<file path="src/rtl/ex_div.sv">
// ex_div -- 32-bit iterative restoring divider for the EX stage.
//
// Purpose:
//   Divides opdata1_i by opdata2_i and returns {remainder, quotient}.
//   A non-zero divisor needs one accept cycle, 32 shift/subtract cycles,
//   one fixup cycle and one output-register cycle. A zero divisor takes a
//   short path that returns all zeros.
//
// Ports:
//   clk           in   1  clock, rising edge
//   rst           in   1  synchronous active-high reset
//   signed_div_i  in   1  1 = signed divide, 0 = unsigned (sampled on accept)
//   opdata1_i     in  32  dividend (sampled on accept)
//   opdata2_i     in  32  divisor  (sampled on accept)
//   start_i       in   1  request, held by EX until ready_o
//   annul_i       in   1  abort, overrides start_i
//   result_o      out 64  {remainder[63:32], quotient[31:0]}, registered
//   ready_o       out  1  result_o valid, registered
//
// Configuration macro:
//   DIV_SIGNED_EN  defined   -> signed_div_i honoured, sign fixup built
//                  undefined -> every division is unsigned

module ex_div (
  input  logic        clk,
  input  logic        rst,
  input  logic        signed_div_i,
  input  logic [31:0] opdata1_i,
  input  logic [31:0] opdata2_i,
  input  logic        start_i,
  input  logic        annul_i,
  output logic [63:0] result_o,
  output logic        ready_o
);

  localparam logic [1:0] ST_FREE   = 2'd0;
  localparam logic [1:0] ST_BYZERO = 2'd1;
  localparam logic [1:0] ST_ON     = 2'd2;
  localparam logic [1:0] ST_END    = 2'd3;

  logic [1:0]  state_q, state_d;
  logic [5:0]  cnt_q, cnt_d;
  logic [31:0] rem_q, rem_d;     // partial remainder
  logic [31:0] quo_q, quo_d;     // dividend bits shift out, quotient bits shift in
  logic [31:0] dvsr_q, dvsr_d;   // divisor magnitude
  logic [63:0] result_q, result_d;
  logic        ready_q, ready_d;

  logic [32:0] trial_s;          // remainder shifted left with next dividend bit
  logic [32:0] diff_s;           // trial minus divisor; bit 32 set means negative

`ifdef DIV_SIGNED_EN
  logic        neg_quo_q, neg_quo_d;
  logic        neg_rem_q, neg_rem_d;

  // Two's-complement magnitude of an operand when dividing signed.
  function automatic logic [31:0] magnitude(input logic [31:0] v, input logic is_signed);
    if (is_signed && v[31]) begin
      magnitude = 32'd0 - v;
    end else begin
      magnitude = v;
    end
  endfunction
`else
  // signed_div_i has no effect in the unsigned-only build.
  logic unused_signed_s;
  assign unused_signed_s = signed_div_i;
`endif

  // One restoring step: shift in the next dividend bit and trial-subtract.
  always_comb begin
    trial_s = {rem_q, quo_q[31]};
    diff_s  = trial_s - {1'b0, dvsr_q};
  end

  // Next-state and datapath control for the divider FSM.
  always_comb begin
    state_d  = state_q;
    cnt_d    = cnt_q;
    rem_d    = rem_q;
    quo_d    = quo_q;
    dvsr_d   = dvsr_q;
    result_d = 64'd0;
    ready_d  = 1'b0;
`ifdef DIV_SIGNED_EN
    neg_quo_d = neg_quo_q;
    neg_rem_d = neg_rem_q;
`endif

    case (state_q)
      ST_FREE: begin
        if (start_i && !annul_i) begin
          if (opdata2_i == 32'd0) begin
            state_d = ST_BYZERO;
          end else begin
            state_d = ST_ON;
            cnt_d   = 6'd0;
            rem_d   = 32'd0;
`ifdef DIV_SIGNED_EN
            quo_d     = magnitude(opdata1_i, signed_div_i);
            dvsr_d    = magnitude(opdata2_i, signed_div_i);
            neg_quo_d = signed_div_i && (opdata1_i[31] ^ opdata2_i[31]);
            neg_rem_d = signed_div_i && opdata1_i[31];
`else
            quo_d  = opdata1_i;
            dvsr_d = opdata2_i;
`endif
          end
        end else begin
          state_d = ST_FREE;
        end
      end

      ST_ON: begin
        if (annul_i) begin
          state_d = ST_FREE;
          cnt_d   = 6'd0;
          rem_d   = 32'd0;
          quo_d   = 32'd0;
          dvsr_d  = 32'd0;
        end else if (cnt_q == 6'd32) begin
          // All 32 quotient bits are in; restore the result signs.
          state_d = ST_END;
          cnt_d   = 6'd0;
`ifdef DIV_SIGNED_EN
          if (neg_quo_q) begin
            quo_d = 32'd0 - quo_q;
          end else begin
            quo_d = quo_q;
          end
          if (neg_rem_q) begin
            rem_d = 32'd0 - rem_q;
          end else begin
            rem_d = rem_q;
          end
`endif
        end else begin
          if (!diff_s[32]) begin
            rem_d = diff_s[31:0];
            quo_d = {quo_q[30:0], 1'b1};
          end else begin
            rem_d = trial_s[31:0];
            quo_d = {quo_q[30:0], 1'b0};
          end
          cnt_d = cnt_q + 6'd1;
        end
      end

      ST_BYZERO: begin
        if (annul_i) begin
          state_d = ST_FREE;
        end else begin
          state_d = ST_END;
          rem_d   = 32'd0;
          quo_d   = 32'd0;
        end
      end

      ST_END: begin
        if (annul_i) begin
          state_d = ST_FREE;
        end else if (start_i) begin
          // Hold the result until EX drops its request.
          state_d  = ST_END;
          result_d = {rem_q, quo_q};
          ready_d  = 1'b1;
        end else begin
          state_d = ST_FREE;
        end
      end

      default: begin
        state_d = ST_FREE;
      end
    endcase
  end

  // State, datapath and output registers with synchronous reset.
  always_ff @(posedge clk) begin
    if (rst) begin
      state_q  <= ST_FREE;
      cnt_q    <= 6'd0;
      rem_q    <= 32'd0;
      quo_q    <= 32'd0;
      dvsr_q   <= 32'd0;
      result_q <= 64'd0;
      ready_q  <= 1'b0;
`ifdef DIV_SIGNED_EN
      neg_quo_q <= 1'b0;
      neg_rem_q <= 1'b0;
`endif
    end else begin
      state_q  <= state_d;
      cnt_q    <= cnt_d;
      rem_q    <= rem_d;
      quo_q    <= quo_d;
      dvsr_q   <= dvsr_d;
      result_q <= result_d;
      ready_q  <= ready_d;
`ifdef DIV_SIGNED_EN
      neg_quo_q <= neg_quo_d;
      neg_rem_q <= neg_rem_d;
`endif
    end
  end

  assign result_o = result_q;
  assign ready_o  = ready_q;

endmodule

</file>
<file path="config.mk">
export PLATFORM = sky130hd
export DESIGN_NAME = ex_div
export DESIGN_NICKNAME = d
export VERILOG_FILES = /design/src/rtl/ex_div.sv
export SDC_FILE = /design/constraint.sdc
export NUM_CORES = 1
export LEC_CHECK = 0
export CAP_MARGIN = 20
export CELL_PAD_IN_SITES_DETAIL_PLACEMENT = 1
export CELL_PAD_IN_SITES_GLOBAL_PLACEMENT = 1
export CORE_MARGIN = 2
export CORE_UTILIZATION = 25
export DETAILED_ROUTE_END_ITERATION = 7
export GPL_TIMING_DRIVEN = 0
export PLACE_DENSITY = 0.54
export REMOVE_ABC_BUFFERS = 1
export SYNTH_ARGS = -nofsm -noshare
export SYNTH_HDL_FRONTEND = slang
export SYNTH_SLANG_ARGS = --single-unit
</file>
<file path="constraint.sdc">
create_clock -name clk -period 4.2 [get_ports clk]
set_clock_uncertainty 0.1 [all_clocks]
set_input_delay 1.26 -clock clk [delete_from_list [all_inputs] [get_ports clk]]
set_output_delay 1.26 -clock clk [all_outputs]
set_load 0.01 [all_outputs]
</file>
==> impl_metrics.py <==
metrics = {
    "synth": {
        "ys_warn_count": 0,
        "synth_top_cells_by_count": "dfxtp_1, and2_1, nor2_1",
        "synth_top_area_share": 0.426,
        "synthTopCellsByArea": "dfxtp_1, ha_1, and2_1",
        "syn_inst": 881,
        "synthesis.area_mm2": 0.00795,
        "yosysUniqueCellTypes": 61,
        "yosysSeqAreaShare": 0.426,
        "async_flop_share": 0,
        "avgSynthCellArea_um2": 9.02,
        "synth_edf_count": 0,
        "yosys_most_used_dff": "dfxtp_1",
        "synth-seq-cells": 169,
        "synth_most_common_cell": "dfxtp_1",
        "yosys.area.top_type": "dfxtp_1",
    },
    "global_route": {
        "grt.total_usage": 0.150,
        "grt.overflow.total": 0,
        "grt_max_degree": 43,
        "antenna_found_initial": 2,
        "grt_pass1_vias": 6865,
        "grt_pass1_wl_um": 38900,
    },
    "timing": {
        "drv_slew": 0,
        "max-slew-margin-rel": 0.299,
        "rsz0062_at_grt": "false",
        "worst_pin_slew_ps": 1050,
        "tns_ps": 0,
        "hold_slack_ps": 379,
        "setup_viol": 0,
        "clock.fmax_ghz": 0.255,
        "hold_viol_final": 0,
        "finalCriticalPeriod_ps": 3920,
        "post-route-period-util": 0.934,
    },
    "clock_network": {
        "clk_path_buf_depth": 2,
        "cts_sinks": 169,
        "htree_levels": 4,
        "clk_latency_ps": 460,
        "cts_root_buf": "clkbuf_16",
        "cts_tree": "done",
        "clkTransAtPathRegs_ps": 60,
        "numCtsBuffers": 17,
    },
    "outcome": {
        "status": "completed",
    },
    "die": {
        "die_w_um": 182,
        "io_pins": 134,
        "rows": 65,
        "dieArea_mm2": 0.0332,
        "start_util": 0.253,
        "die_height_um": 182,
        "core_area_mm2": 0.0315,
    },
    "finish": {
        "nets": 1108,
        "final_cells": 1415,
        "synthToLayoutAreaGrowth_pct": 32.1,
        "drive_gt1_frac": 0.0731,
        "fill_cells": 3569,
        "post-route-util": 0.334,
    },
    "critical_path": {
        "critPathSlowestCell": "clkdlybuf4s50_1",
        "path_buf_inv": 4,
        "cp_num_cells": 13,
        "worstReg2RegStart": "quo_q[31]",
        "cp_max_fo": 38,
        "startpoint": "opdata2_i[3]",
        "cp.required_ps": 4440,
        "cp-start-kind": "input pin",
        "r2r-end": "rem_q[24]",
        "worstPathArrival_ps": 4160,
        "crit_path_max_incr_delay_ps": 590,
        "crit_path_cell_trace": "clkdlybuf4s50_1, nor4_1, nand2_1, nor4_4, buf_4, o21ai_1, o211a_4, buf_12, nand2_2, buf_16, a211oi_1, o31ai_1, o311ai_1",
        "endpoint": "rem_q[23]",
        "worstSetupPathType": "input pin to flop",
        "critPathTopFamily": "compound AO/OA/AOI/OAI gates",
        "worst_setup_path_end_kind": "flop",
        "r2r_cells": 14,
        "r2r_slack_ps": 360,
    },
    "detailed_routing": {
        "firstDrtPassIters": 4,
        "vias": 6820,
        "vias_per_cell": 4.82,
        "wl_per_cell_um": 17.2,
        "drc": 0,
        "antenna_left": 0,
        "first_iter_violations": 291,
        "wl_um": 24400,
    },
    "pwr": {
        "peakVddDrop_uv": 277,
        "power.density_mw_per_mm2": 378,
        "leakagePower_nw": 4.12,
        "p_total_mw": 3.97,
    },
    "placed_design": {
        "place_congestion": 0.785,
        "placed_cells": 1377,
        "dp_hpwl_um": 17300,
        "port_buffers": 132,
    },
    "flow_run": {
        "drv_cap": 0,
    },
    "hold_path": {
        "hold_path.class": "flop to flop",
    },
}
## per-stage QoR
step                      setup slack, ps  cell area (um^2)
final                                 275             10500
after global routing                 87.5             10500
after CTS                            82.1             10500
after detailed placement            -1160              9850
after global placement              -5440              9560
after floorplan                      -162              7740
## worst reg2reg max path, cell delays in order (launching register included)
cell	delay, ps
dfxtp_1	340
inv_1	60
ha_1	170
inv_1	60
fa_1	420
a21oi_1	170
nor2b_1	80
a311o_1	450
a31oi_2	270
o21bai_2	170
o41ai_4	350
xor2_4	550
buf_16	240
mux2i_1	230
o21ai_1	80
## state kept, by name (all words and copies together) (netlist names)
| name | flops |
|---|---|
| state_q | 2 |
| cnt_q | 6 |
| dvsr_q | 32 |
| result_o | 64 |
| rem_q | 32 |
| ready_o | 1 |
| quo_q | 32 |
## cell families (layout without fill, tap and decap cells)
| family | after synthesis | in the layout | synth area share |
|---|---|---|---|
| AND/OR/NAND/NOR | 315 | 316 | 0.203 |
| AO/OA/AOI/OAI | 213 | 214 | 0.202 |
| flip-flops | 169 | 169 | 0.426 |
| buffers and inverters | 94 | 223 | 0.0464 |
| adder cells (fa/ha/maj) | 40 | 40 | 0.0639 |
| XOR/XNOR | 30 | 30 | 0.0340 |
| multiplexers | 20 | 20 | 0.0252 |
| other | 0 | 1 | 0 |
## worst min-delay path by stage
stage                    start         end  slack (ps)  depth (start not counted)
finish              dvsr_q[12]  dvsr_q[12]         380                          1
global route         dvsr_q[8]   dvsr_q[8]         400                          1
CTS                  dvsr_q[8]   dvsr_q[8]         380                          1
detailed placement   dvsr_q[9]   dvsr_q[9]         360                          1
global placement    dvsr_q[29]  dvsr_q[29]         360                          1
floorplan           dvsr_q[10]  dvsr_q[10]         340                          1
## timing repair
item | in CTS | in global routing
cloned | 1 | 1
resized for setup | 6 | 2
setup buffers | 0 | 3
pin swaps | 1 | 2
hold buffers | 0 | 0
setup endpoints to repair | 57 | 20
## cell type report
type                            count  area, um^2  share of cell area
Sequential cell                   169        3380               0.322
Multi-Input combinational cell    620        4310               0.411
Clock buffer                       18         439              0.0418
Inverter                           42         158              0.0150
Antenna cell                        1        2.50            0.000238
Tap cell                          402         503              0.0479
Timing Repair Buffer              149        1580               0.150
Clock inverter                     14         126              0.0120
## report_power, final
part	switching (mW)	total, mW	internal (mW)
Sequential	0.0378	1.70	1.66
Combinational	0.390	0.717	0.327
Clock	0.756	1.55	0.798
Total	1.18	3.97	2.78
## placed cells by master, fill, tap and decap left out, drive strengths merged, types with 4 or more instances in the layout
cell type | synthesis | routed
a31oi | 7 | 7
clkdlybuf4s50 | 0 | 131
a211o | 4 | 4
clkbuf | 45 | 18
xor2 | 13 | 13
nand2b | 38 | 38
o21a | 7 | 7
a211oi | 6 | 6
nor3 | 7 | 7
mux2i | 20 | 20
a22o | 32 | 32
nor2 | 66 | 67
o31ai | 6 | 6
xnor2 | 17 | 17
a21oi | 23 | 23
inv | 42 | 51
ha | 39 | 39
o21bai | 4 | 4
a32oi | 8 | 8
nor4 | 9 | 9
o211a | 5 | 6
nand4 | 6 | 6
buf | 7 | 18
nand2 | 52 | 52
o21ai | 43 | 43
and2 | 66 | 66
nand3 | 50 | 50
dfxtp | 169 | 169
nor2b | 6 | 6
a21o | 10 | 10
a311oi | 36 | 36
## per-layer routing
| metal | GRT usage | up-vias | share of wire |
|---|---|---|---|
| met5 | 0 | - | 0.00057 |
| met4 | 0.0471 | 2 | 0.012 |
| met3 | 0.0353 | 22 | 0.034 |
| met2 | 0.229 | 94 | 0.45 |
| met1 | 0.210 | 3319 | 0.50 |
| li1 | - | 3383 | - |
Power figures use the tool's default switching activity.
